### src/rtl/multicycle_controller_if.sv
`default_nettype none
// ============================================================================
// Module   : multicycle_controller_if
// Brief    : Shared memory-port handshake between the controller and memory.
// Revision : 1.0 - initial release
// ============================================================================
interface multicycle_controller_if;
    logic mem_req;
    logic mem_we;
    logic mem_src;
    logic mem_ready;

    modport master (
        output mem_req,
        output mem_we,
        output mem_src,
        input  mem_ready
    );

    modport slave (
        input  mem_req,
        input  mem_we,
        input  mem_src,
        output mem_ready
    );
endinterface
`default_nettype wire

### src/rtl/multicycle_controller.sv
`default_nettype none
// ============================================================================
// Module   : multicycle_controller
// Brief    : Moore FSM sequencing a multi-cycle RV32I datapath over one memory port.
// Revision : 1.0 - initial release
// ============================================================================
module multicycle_controller #(
    parameter int TIMEOUT_CYC = 16
) (
    input  logic                           clk,
    input  logic                           rst_n,
    input  logic [6:0]                     opcode,
    multicycle_controller_if.master        mem,
    output logic                           ir_write,
    output logic                           pc_write,
    output logic                           alu_src,
    output logic [1:0]                     alu_op,
    output logic                           reg_write,
    output logic                           mem_to_reg,
    output logic                           illegal,
    output logic                           timeout,
    output logic [2:0]                     state
);

    typedef enum logic [2:0] {
        IDLE   = 3'd0,
        FETCH  = 3'd1,
        DECODE = 3'd2,
        EXEC   = 3'd3,
        MEM    = 3'd4,
        WB     = 3'd5,
        HALT   = 3'd6
    } state_t;

    localparam logic [6:0] c_op_lw = 7'b0000011;
    localparam logic [6:0] c_op_sw = 7'b0100011;
    localparam logic [6:0] c_op_i  = 7'b0010011;
    localparam logic [6:0] c_op_r  = 7'b0110011;
    localparam int         c_cnt_w = (TIMEOUT_CYC > 0) ? $clog2(TIMEOUT_CYC + 1) : 1;

    state_t               r_state;
    state_t               w_next;
    logic [6:0]           r_op;
    logic [6:0]           w_next_op;
    logic [c_cnt_w-1:0]   r_wait;
    logic                 r_mem_req;
    logic                 r_mem_we;
    logic                 r_mem_src;
    logic                 r_alu_src;
    logic [1:0]           r_alu_op;
    logic                 r_reg_write;
    logic                 r_mem_to_reg;
    logic                 r_illegal;
    logic                 r_timeout;
    logic                 w_stall;
    logic                 w_timeout_hit;
    logic                 w_legal;
    logic                 w_alu_phase;

    // {alu_src, alu_op} for a decoded opcode
    function automatic logic [2:0] alu_ctrl(input logic [6:0] op);
        if (op == c_op_lw || op == c_op_sw) return 3'b101;
        else if (op == c_op_i)              return 3'b100;
        else                                return 3'b010;
    endfunction

    assign w_stall       = ((r_state == FETCH) || (r_state == MEM)) && !mem.mem_ready;
    assign w_timeout_hit = (TIMEOUT_CYC != 0) && w_stall && ((int'(r_wait) + 1) >= TIMEOUT_CYC);
    assign w_legal       = (opcode == c_op_lw) || (opcode == c_op_sw) ||
                           (opcode == c_op_i)  || (opcode == c_op_r);
    assign w_alu_phase   = (w_next == EXEC) || (w_next == MEM) || (w_next == WB);

    always_comb begin
        w_next    = r_state;
        w_next_op = r_op;
        case (r_state)
            IDLE:    w_next = FETCH;
            FETCH: begin
                if (mem.mem_ready)      w_next = DECODE;
                else if (w_timeout_hit) w_next = HALT;
            end
            DECODE: begin
                w_next_op = opcode;
                w_next    = w_legal ? EXEC : HALT;
            end
            EXEC:    w_next = ((r_op == c_op_lw) || (r_op == c_op_sw)) ? MEM : WB;
            MEM: begin
                if (mem.mem_ready)      w_next = (r_op == c_op_sw) ? FETCH : WB;
                else if (w_timeout_hit) w_next = HALT;
            end
            WB:      w_next = FETCH;
            default: w_next = HALT;
        endcase
    end

    // Moore outputs are registered from the next state so they change only with state
    always_ff @(posedge clk or negedge rst_n) begin
        if (!rst_n) begin
            r_state      <= IDLE;
            r_op         <= '0;
            r_wait       <= '0;
            r_mem_req    <= 1'b0;
            r_mem_we     <= 1'b0;
            r_mem_src    <= 1'b0;
            r_alu_src    <= 1'b0;
            r_alu_op     <= 2'b00;
            r_reg_write  <= 1'b0;
            r_mem_to_reg <= 1'b0;
            r_illegal    <= 1'b0;
            r_timeout    <= 1'b0;
        end else begin
            r_state <= w_next;
            r_op    <= w_next_op;
            if (w_stall && (w_next == r_state)) begin
                if (r_wait != '1) r_wait <= r_wait + c_cnt_w'(1);
            end else begin
                r_wait <= '0;
            end
            if ((r_state == DECODE) && !w_legal) r_illegal <= 1'b1;
            if (w_timeout_hit)                   r_timeout <= 1'b1;
            r_mem_req    <= (w_next == FETCH) || (w_next == MEM);
            r_mem_src    <= (w_next == MEM);
            r_mem_we     <= (w_next == MEM) && (w_next_op == c_op_sw);
            r_reg_write  <= (w_next == WB);
            r_mem_to_reg <= (w_next == WB) && (w_next_op == c_op_lw);
            if (w_alu_phase) {r_alu_src, r_alu_op} <= alu_ctrl(w_next_op);
            else             {r_alu_src, r_alu_op} <= 3'b000;
        end
    end

    assign mem.mem_req = r_mem_req;
    assign mem.mem_we  = r_mem_we;
    assign mem.mem_src = r_mem_src;
    assign ir_write    = (r_state == FETCH) && mem.mem_ready;
    assign pc_write    = (r_state == FETCH) && mem.mem_ready;
    assign alu_src     = r_alu_src;
    assign alu_op      = r_alu_op;
    assign reg_write   = r_reg_write;
    assign mem_to_reg  = r_mem_to_reg;
    assign illegal     = r_illegal;
    assign timeout     = r_timeout;
    assign state       = r_state;

endmodule
`default_nettype wire

### src/flat_wrapper.sv
// flat-port wrapper written by rule: the top's interface ports become plain ports
module multicycle_controller_flat 
#(
    parameter int TIMEOUT_CYC = 16
)
  (clk, rst_n, opcode, ir_write, pc_write, alu_src, alu_op, reg_write, mem_to_reg, illegal, timeout, state, mem_mem_req, mem_mem_we, mem_mem_src, mem_mem_ready);
  multicycle_controller_if mem_i ();
  input  logic clk;
  input  logic rst_n;
  input  logic [6:0] opcode;
  output logic ir_write;
  output logic pc_write;
  output logic alu_src;
  output logic [1:0] alu_op;
  output logic reg_write;
  output logic mem_to_reg;
  output logic illegal;
  output logic timeout;
  output logic [2:0] state;
  output wire logic [$bits(mem_i.mem_req)-1:0] mem_mem_req;
  output wire logic [$bits(mem_i.mem_we)-1:0] mem_mem_we;
  output wire logic [$bits(mem_i.mem_src)-1:0] mem_mem_src;
  input wire logic [$bits(mem_i.mem_ready)-1:0] mem_mem_ready;
  assign mem_mem_req = mem_i.mem_req;
  assign mem_mem_we = mem_i.mem_we;
  assign mem_mem_src = mem_i.mem_src;
  assign mem_i.mem_ready = mem_mem_ready;
  multicycle_controller #(.TIMEOUT_CYC(TIMEOUT_CYC)) u_core (.clk(clk), .rst_n(rst_n), .opcode(opcode), .mem(mem_i), .ir_write(ir_write), .pc_write(pc_write), .alu_src(alu_src), .alu_op(alu_op), .reg_write(reg_write), .mem_to_reg(mem_to_reg), .illegal(illegal), .timeout(timeout), .state(state));
endmodule
### config.mk
export PLATFORM = sky130hd
export DESIGN_NAME = multicycle_controller_flat
export DESIGN_NICKNAME = d
export VERILOG_FILES = /design/src/rtl/multicycle_controller_if.sv /design/src/rtl/multicycle_controller.sv /design/src/flat_wrapper.sv
export SDC_FILE = /design/constraint.sdc
export NUM_CORES = 1
export LEC_CHECK = 0
export ABC_AREA = 1
export CAP_MARGIN = 20
export CORE_UTILIZATION = 40
export CTS_CLUSTER_DIAMETER = 80
export CTS_CLUSTER_SIZE = 8
export DETAILED_ROUTE_END_ITERATION = 8
export GPL_TIMING_DRIVEN = 1
export PLACE_DENSITY = 0.66
export SLEW_MARGIN = 5
export SYNTH_ARGS = -nofsm -noshare
export SYNTH_HDL_FRONTEND = slang
export SYNTH_SLANG_ARGS = --single-unit
### constraint.sdc
create_clock -name clk -period 1.6 [get_ports clk]
set_clock_uncertainty 0.15 [all_clocks]
set_input_delay 0.48 -clock clk [delete_from_list [all_inputs] [get_ports clk]]
set_output_delay 0.48 -clock clk [all_outputs]
set_load 0.005 [all_outputs]
# Word-level counts from Yosys, hierarchy flattened
# Cells that the tools add are included.
# totals
reg_bits,25
input_bits,10
out_inout_bits,15
elab_cells,70
# op_classes
n_addsub,2
magnitude_cmp,1
n_eq_ne,21
mux,14
n_reduce_logical,20
# op_table
operator,count
greater-or-equal comparator 32 x 6 -> 1 bit (second input constant),1
equality test 7 x 6 -> 1 bit (second input constant),4
equality test 7 x 2 -> 1 bit (second input constant),3
two-way mux 3 bit,7
case mux 3 bit (5 select lines),1
equality test 7 x 5 -> 1 bit (second input constant),2
equality test 3 bit (second input constant),4
two-way mux 5 bit,2
equality test 3 x 2 -> 1 bit (second input constant),3
logical OR 1 bit,9
logical AND 1 bit,7
two-way mux 7 bit,1
adder 5 x 1 -> 6 bit (second input constant),1
equality test 3 x 1 -> 1 bit (second input constant),2
adder 5 x 1 -> 5 bit (second input constant),1
inequality test 5 bit (second input constant),1
equality test 3 bit,1
zero test 3 bit,1
zero test 1 bit,2
two-way mux 1 bit,2
two-way mux 2 bit,1
inequality test 2 bit (second input constant),1
OR reduction 2 bit,1

# Logic depth before layout (Yosys ltp)
# Gate-level depths: netlist of the first run.
# logic_depth
word_depth,11
depth_mapped,12
ltp_nobuf,12

# Worst setup path before layout of the first run
# No wires, ideal clock.
# synth_timing
path_kind,register to register
start,register u_core.r_wait[0]
end,"register u_core.r_alu_op[0], in the netlist u_core.alu_op[0]"
setup_time_ns,0.077
arrival_ns,1.485
required_time_ns,1.373
path_slack_ns,-0.113
path_stages_with_launch,12
n_path_buf,0
period_less_slack_ns,1.713
path_cell_list,dfrtp_1 -> ha_1 -> nand2_1 -> nor2_1 -> ha_1 -> inv_1 -> nand2_1 -> nand2_1 -> nand2_2 -> inv_1 -> nand2_2 -> a21oi_1
# synth_via
elab_chain_cells,10
elab_cells_between_ends,13
classes_between,add/sub: 1; order compare: 1; eq/ne: 3; mux: 5; reduce/logical: 3
# synth_rtl
item,line_no,rtl
from (decl),multicycle_controller.sv:45,logic [c_cnt_w-1:0] r_wait;
from (signal assigned),multicycle_controller.sv:115,if (r_wait != '1) r_wait <= r_wait + c_cnt_w'(1);
adder 5 x 1 -> 6 bit *,multicycle_controller.sv:68,assign w_timeout_hit = (TIMEOUT_CYC != 0) && w_stall && ((int'(r_wait) + 1) >= TIMEOUT_CYC);
greater-or-equal comparator 32 x 6 -> 1 bit *,multicycle_controller.sv:68,
logical AND 1 bit *,multicycle_controller.sv:68,
two-way mux 3 bit *,"multicycle_controller.sv:80, multicycle_controller.sv:89",
"two-way mux 3 bit, on equally long branches","multicycle_controller.sv:88, multicycle_controller.sv:79",
case mux 3 bit (5 select lines) *,multicycle_controller.sv:76,case (r_state)
via u_core.w_next[1],multicycle_controller.sv:42,state_t w_next;
equality test 3 x 2 -> 1 bit / equality test 3 bit (equally long branches),multicycle_controller.sv:71,assign w_alu_phase = (w_next == EXEC) || (w_next == MEM) || (w_next == WB);
logical OR 1 bit,multicycle_controller.sv:71,
logical OR 1 bit *,multicycle_controller.sv:71,
two-way mux 2 bit *,multicycle_controller.sv:126,"if (w_alu_phase) {r_alu_src, r_alu_op} <= alu_ctrl(w_next_op);"
to (signal assigned),multicycle_controller.sv:126,
to (decl),multicycle_controller.sv:50,logic [1:0] r_alu_op;
# The timed path passes the listed nets; every way through them passes the cells marked *.
# A chain may end at the register's enable or synchronous reset.

# Worst setup path after layout of the first run
# layout_timing
start,register u_core.r_wait[1]
end,"register u_core.r_alu_op[1], in the netlist u_core.alu_op[1]"
# Same word-level chain as after synthesis.

==> flow_summary_export.csv, run 1 <==
group,metric,value,unit
run_status,outcome,"finished, violations left",
run_status,violations,"setup timing",
synthesis,ys_top_cells_by_area,"sky130_fd_sc_hd__dfrtp_1 47%, sky130_fd_sc_hd__nand2_1 12%, sky130_fd_sc_hd__nor2_1 6.5%",
placed_design,port-buffer-count,24,
synthesis,synth_top_area_frac,0.470,
synthesis,synth-warning-count,0,
critical_path,ff2ff_setup_slack,-0.31,ns
critical_path,r2r.worst_path.cells,11,
timing,layout_worst_path_cycle_share,1.19,
floorplan,placement_rows,20,
synthesis,synthFlopType,"sky130_fd_sc_hd__dfrtp_1",
power,finalPower,3610,uW
clocking,cts.root.buffer_cell,"sky130_fd_sc_hd__clkbuf_4",
clocking,cts_sinks,25,
finish,ff_latch_area,626,sq um
route,vias_per_cell,4.68,
power,power.density,1680,nW/um^2
synthesis,netlist_instances,165,
synthesis,synth.cell_area,1330,sq um
synthesis,post_synth_top_area_cell,"sky130_fd_sc_hd__dfrtp_1",
route,detail-route-antenna-nets,0,
clocking,numCtsBuffers,3,
finish,area_growth,61.3,%
power,cellLeakagePower,0.00107,uW
timing,min_period,1.91,ns
floorplan,die_height,59.7,um
clocking,cts.path.max_buffers,2,
power,max-vdd-ir-drop,0.956,mV
timing,tightest_slew,0.274,ns
synthesis,netlist-cell-type-count,23,
route,met3_wire_length,80,um
synthesis,ys_seq_area_frac,0.470,
critical_path,timing_worst_setup_path_type,"reg2reg",
power,internal-power,2030,uW
critical_path,rr_endpoint,"u_core.alu_op[1]",
finish,drive_gt1_frac,0.464,
route,num_vias,1306,
min_path,holdCritPathClass,"reg2reg",
clocking,cts_htree_levels,1,
timing,setup_repair_after_global_routing_missed_its_margin,"yes",
route,dr.max_layer_used,"met4",
global_routing,first_global_vias,1236,
placed_design,globalplace.congestion,0.861,
finish,max_ffs_per_register,7,
clocking,clock_insertion_delay_worst_skew,0.32,ns
power,share_clk_of_total_power,0.080,
finish,diodes,0,
synthesis,postSynthRegisterBits,25,
synthesis,yosysMostFrequentCell,"sky130_fd_sc_hd__nand2_1",
timing,achievable_frequency,524,MHz
synthesis,synth-edff-count,0,
timing,maxSlewViolCount,0,
global_routing,globalRouteOverflowTotal,0,
clocking,cts_tree,"done",
route,detail_route.drc_violations,0,
floorplan,fp.coreArea,3100,sq um
power,net-switching-power,1580,uW
floorplan,design.portCount,25,
route,route.layer.met1.wl,1.58,mm
route,met2WireLength,1.78,mm
global_routing,grt_antenna_before_repair,0,
job,max_cap_violations,0,
route,routedWlPerCell,12.4,um
clocking,worst_setup_hold_path_clk_slew,0.15,ns
global_routing,grt_first_pass_wirelength,5.11,mm
placed_design,post-dp-hpwl,2.19,mm
critical_path,crit_path_end_kind,"flop",
floorplan,die_area,3560,sq um
critical_path,worst_setup_path_start_kind,"flop",
synthesis,syn-num-nets,177,
route,finalWirelength,3.47,mm
global_routing,grt_max_degree,26,
floorplan,start_util,0.429,
min_path,hold_path_startpoint,"u_core.timeout",
synthesis,synthArstFlopShare,1.00,
placed_design,placed_cells,257,
min_path,min_path_cells,2,
route,first_iter_violations,51,
power,p_seq_frac,0.257,
timing,maxSlewHeadroom,0.816,
finish,layout.nets,248,
finish,multiInputGateArea,733,sq um
finish,top_register,"u_core.r_op",
critical_path,rr_startpoint,"u_core.r_wait[1]",
power,p_comb_frac,0.662,
timing,final-hold-violation-count,0,
critical_path,arrival,1.99,ns
synthesis,synth.top_cells.by_count,"43 x sky130_fd_sc_hd__nand2_1, 25 x sky130_fd_sc_hd__dfrtp_1, 23 x sky130_fd_sc_hd__nor2_1",
clocking,ctsHoldBuffers,0,
critical_path,crit_fanout,4,
global_routing,grt_overall_usage,0.194,
route,first_pass_iters,7,
finish,layoutNonFillerInstCount,279,
timing,timing.final.ws_setup,-0.308,ns
power,power_switching_share,0.438,
synthesis,postSynthAreaPerCell,8.07,sq um
min_path,worst_hold_path.endpoint,"u_core.timeout",
critical_path,required,1.68,ns
finish,final.fill_count,264,
floorplan,dieWidth,59.7,um
timing,finalSetupViolCount,21,
power by group through the flow:
stage	Clock [uW]	Sequential, uW	Combinational, uW
after floorplan	0	978	931
after global placement	0	922	1630
after detailed placement	0	927	1670
after CTS	297	915	2020
after global routing	320	945	2580
final	290	927	2390
worst max-delay path, stage by stage, from the launching register on:
cell and delay (ns):
sky130_fd_sc_hd__dfrtp_1 0.43, sky130_fd_sc_hd__ha_2 0.20, sky130_fd_sc_hd__nand2_1 0.05, sky130_fd_sc_hd__nor2_1 0.04, sky130_fd_sc_hd__ha_1 0.30, sky130_fd_sc_hd__inv_2 0.09
sky130_fd_sc_hd__nand3_2 0.07, sky130_fd_sc_hd__nand2_2 0.12, sky130_fd_sc_hd__buf_12 0.11, sky130_fd_sc_hd__nand3_4 0.09, sky130_fd_sc_hd__nand2_4 0.10, sky130_fd_sc_hd__a21oi_2 0.05
cell families after synthesis:
kind of cell,Yosys count,synth area share
buf+inv,26,0.0818
simple gates,93,0.336
xor+xnor,3,0.0197
compound gates,16,0.0733
fa+ha+maj,2,0.0188
flops,25,0.470
final cells by class:
cell class | instances | area share
inverter | 24 | 0.0443
clock buffer | 3 | 0.0105
timing repair buffer | 68 | 0.283
tap | 44 | 0.0256
clock inverter | 1 | 0.00350
multi-input combinational | 114 | 0.341
sequential | 25 | 0.291
metrics by stage:
stage	util	hold slack [ns]	cell area (sq um)	setup TNS, ns	worst slack (ns)
floorplan	-	0.0344	1330	-0.616	-0.0588
global placement	0.586	0.286	1820	-7.53	-0.608
detailed placement	0.586	0.299	1820	-7.87	-0.626
CTS	0.648	0.334	2010	-3.19	-0.264
global route	0.692	0.335	2150	-6.53	-0.393
finish	0.692	0.330	2150	-4.93	-0.308
timing repair:
action                                  in CTS  in global routing
endpoints found under the setup margin      30                 25
pin swaps                                    7                 18
resized for setup                           61                 29
buffers inserted                            10                  9
routing by layer:
metal / up-vias / global-route usage
met5: - / 0
met4: 0 / 0.0731
met3: 4 / 0.0281
met2: 27 / 0.344
met1: 622 / 0.237
li1: 653 / -
how the worst max path moves through the flow:
stage | start | cells past startpoint | endpoint | slack, ns
after floorplan | u_core.r_wait[0] | 11 | u_core.r_wait[0] | -0.06
after global placement | mem_mem_ready | 4 | ir_write | -0.61
after detailed placement | mem_mem_ready | 4 | pc_write | -0.63
after CTS | u_core.state[1] | 6 | pc_write | -0.26
after global routing | u_core.r_wait[1] | 11 | u_core.r_wait[2] | -0.39
final | u_core.r_wait[1] | 11 | u_core.alu_op[1] | -0.31
layout by cell type, fill, tap and decap left out, types with 3 or more instances in the layout:
cell                              instances
sky130_fd_sc_hd__nand2_1                 35
sky130_fd_sc_hd__buf_4                   34
sky130_fd_sc_hd__dfrtp_1                 25
sky130_fd_sc_hd__nor2_1                  16
sky130_fd_sc_hd__inv_1                   14
sky130_fd_sc_hd__nand2_2                 13
sky130_fd_sc_hd__buf_6                   10
sky130_fd_sc_hd__clkdlybuf4s50_1          9
sky130_fd_sc_hd__clkdlybuf4s15_1          9
sky130_fd_sc_hd__inv_2                    8
sky130_fd_sc_hd__nor2_2                   7
sky130_fd_sc_hd__nand2_4                  6
sky130_fd_sc_hd__a21oi_2                  5
sky130_fd_sc_hd__nand3_4                  4
sky130_fd_sc_hd__o21ai_0                  4
sky130_fd_sc_hd__nand3_1                  3
sky130_fd_sc_hd__nand4_1                  3
sky130_fd_sc_hd__o21ai_2                  3
sky130_fd_sc_hd__xor2_1                   3
sky130_fd_sc_hd__clkbuf_4                 3
sky130_fd_sc_hd__clkbuf_2                 3
Power figures use the tool's default switching activity.
==> inputs of run 2 (changes only) <==
--- a/config.mk
+++ b/config.mk
@@ -12,7 +12,6 @@
 export CTS_CLUSTER_SIZE = 8
 export DETAILED_ROUTE_END_ITERATION = 8
 export GPL_TIMING_DRIVEN = 1
-export PLACE_DENSITY = 0.66
 export SLEW_MARGIN = 5
 export SYNTH_ARGS = -nofsm -noshare
 export SYNTH_HDL_FRONTEND = slang
==> constraint.sdc (replaced) <==
create_clock -name clk -period 2.1 [get_ports clk]
set_clock_uncertainty 0.15 [all_clocks]
set_input_delay 0.63 -clock clk [delete_from_list [all_inputs] [get_ports clk]]
set_output_delay 0.63 -clock clk [all_outputs]
set_load 0.005 [all_outputs]
==> flow_summary_export.csv, run 2 (synthesis results as in run 1) <==
group,metric,value,unit
run_status,outcome,"complete, no violations",
global_routing,first_global_vias,1168,
critical_path,crit_path_end_kind,"primary output",
critical_path,ff2ff_setup_slack,0.13,ns
timing,setup_repair_after_global_routing_missed_its_margin,"no",
finish,layout.nets,225,
clocking,cts_tree,"done",
timing,maxSlewViolCount,0,
global_routing,grt_first_pass_wirelength,4.86,mm
finish,top_register,"u_core.r_op",
finish,drive_gt1_frac,0.255,
route,detail-route-antenna-nets,0,
timing,tightest_slew,0.322,ns
route,detail_route.drc_violations,0,
timing,layout_worst_path_cycle_share,0.961,
clocking,numCtsBuffers,3,
power,max-vdd-ir-drop,0.687,mV
route,first_pass_iters,4,
finish,max_ffs_per_register,7,
clocking,ctsHoldBuffers,0,
critical_path,crit_fanout,2,
route,routedWlPerCell,11.0,um
min_path,worst_hold_path.endpoint,"u_core.illegal",
placed_design,post-dp-hpwl,2.13,mm
timing,final-hold-violation-count,0,
route,first_iter_violations,42,
clocking,worst_setup_hold_path_clk_slew,0.15,ns
power,finalPower,2150,uW
placed_design,port-buffer-count,24,
critical_path,critPathSlowestCell,"sky130_fd_sc_hd__dfrtp_1",
critical_path,crit_path_max_incr_delay,0.42,ns
finish,most_used_cells_in_the_layout_excluding_fill_and_tap_cells,"43 x sky130_fd_sc_hd__nand2_1, 25 x sky130_fd_sc_hd__dfrtp_1, 23 x sky130_fd_sc_hd__nor2_1, 19 x sky130_fd_sc_hd__inv_1",
critical_path,timing.critical_path.max_delay_family,"buffers and inverters",
timing,finalSetupViolCount,0,
critical_path,critPathBufInv,3,
global_routing,grt_max_degree,26,
finish,final.fill_count,316,
floorplan,start_util,0.429,
critical_path,worst_setup_path_start_kind,"flop",
job,max_cap_violations,0,
critical_path,timing_worst_setup_path_type,"reg2out",
timing,achievable_frequency,496,MHz
min_path,hold_path_startpoint,"u_core.illegal",
finish,area_growth,35.4,%
global_routing,grt_antenna_before_repair,0,
floorplan,die_height,59.7,um
floorplan,design.portCount,25,
global_routing,globalRouteOverflowTotal,0,
route,num_vias,1177,
clocking,cts.path.max_buffers,2,
clocking,cts.root.buffer_cell,"sky130_fd_sc_hd__clkbuf_4",
clocking,cts_htree_levels,1,
timing,worst_hold_margin,0.332,ns
route,vias_per_cell,4.60,
floorplan,dieWidth,59.7,um
global_routing,grt_overall_usage,0.182,
critical_path,r2r.worst_path.cells,11,
floorplan,fp.coreArea,3100,sq um
finish,diodes,0,
timing,min_period,2.02,ns
timing,maxSlewHeadroom,0.785,
clocking,cts_sinks,25,
critical_path,rr_endpoint,"u_core.alu_op[1]",
min_path,holdCritPathClass,"reg2reg",
placed_design,globalplace.congestion,0.805,
power,power.density,1190,nW/um^2
route,finalWirelength,2.81,mm
min_path,min_path_cells,1,
critical_path,required,1.32,ns
critical_path,worstPathCellList,"buf_4 -> buf_6 -> dlygate4sd2_1",
finish,final_common_cell,"sky130_fd_sc_hd__nand2_1",
power,cellLeakagePower,0.000921,uW
floorplan,placement_rows,20,
critical_path,rr_startpoint,"u_core.r_wait[0]",
floorplan,die_area,3560,sq um
clocking,clock_insertion_delay_worst_skew,0.32,ns
finish,finished_core_util,0.581,
critical_path,arrival,1.24,ns
==> run 2: changes by cell type in the layout (fill, tap and decap cells not counted), sizes merged <==
cell / previous run / this run
dlymetal6s2s: 0 / 1
clkdlybuf4s15: 9 / 0
clkdlybuf4s50: 9 / 18
dlygate4sd2: 0 / 3
clkbuf: 6 / 3
buf: 47 / 23
==> run 2: worst max path at each step <==
stage | start | endpoint | slack (ns) | cells after the start
after floorplan | u_core.state[0] | pc_write | 0.37 | 5
after global placement | mem_mem_ready | ir_write | -0.41 | 4
after detailed placement | mem_mem_ready | ir_write | -0.43 | 4
after CTS | u_core.state[0] | state[0] | 0.03 | 2
after global routing | u_core.r_wait[0] | u_core.alu_op[1] | 0.003 | 11
final | u_core.state[1] | state[1] | 0.08 | 3
==> run 2: repair_timing <==
item	CTS	global route
setup buffers	5	1
endpoints found under the setup margin	5	8
endpoints found under the hold margin	0	0
pin swaps	2	0
resized for setup	15	2
==> run 2: layout make-up <==
class,instances,area (sq um),area share
inverters,24,90.1,0.0500
flip-flops and latches,25,626,0.347
clock buffers,3,22.5,0.0125
clock inverters,1,7.51,0.00416
well taps,44,55.1,0.0305
multi-input cells,114,604,0.335
repair buffers,45,398,0.221
==> run 2: per-stage QoR <==
step | cell area (sq um) | instances | setup TNS [ns] | setup WS (ns)
2_1_floorplan | 1330 | 165 | 0 | 0.372
3_3_place_gp | 1720 | 246 | -1.37 | -0.407
3_5_place_dp | 1720 | 246 | -1.74 | -0.427
4_1_cts | 1790 | 255 | 0 | 0.0316
5_1_grt | 1800 | 256 | 0 | 0.00311
6_report | 1800 | 256 | 0 | 0.0828
==> run 2: per-layer routing <==
| layer | part of all wire | up-vias | track usage |
|---|---|---|---|
| li1 | - | 602 | - |
| met1 | 0.47 | 544 | 0.229 |
| met2 | 0.48 | 29 | 0.316 |
| met3 | 0.041 | 2 | 0.0303 |
| met4 | 0.0057 | 0 | 0.0565 |
| met5 | 0 | - | 0 |
==> run 2: where the power goes <==
part           internal, uW  switching [uW]  total [uW]
clock network          72.6             148         220
logic                   535             694        1230
registers               627            73.0         700
total                  1230             915        2150
==> inputs of run 3 (changes only) <==
--- a/config.mk
+++ b/config.mk
@@ -12,7 +12,7 @@
 export CTS_CLUSTER_SIZE = 8
 export DETAILED_ROUTE_END_ITERATION = 8
 export GPL_TIMING_DRIVEN = 1
-export SLEW_MARGIN = 5
+export SLEW_MARGIN = 20
 export SYNTH_ARGS = -nofsm -noshare
 export SYNTH_HDL_FRONTEND = slang
 export SYNTH_SLANG_ARGS = --single-unit
==> results of run 3 <==
Same layout as run 2: the final DEF is identical, and so are final timing and power.
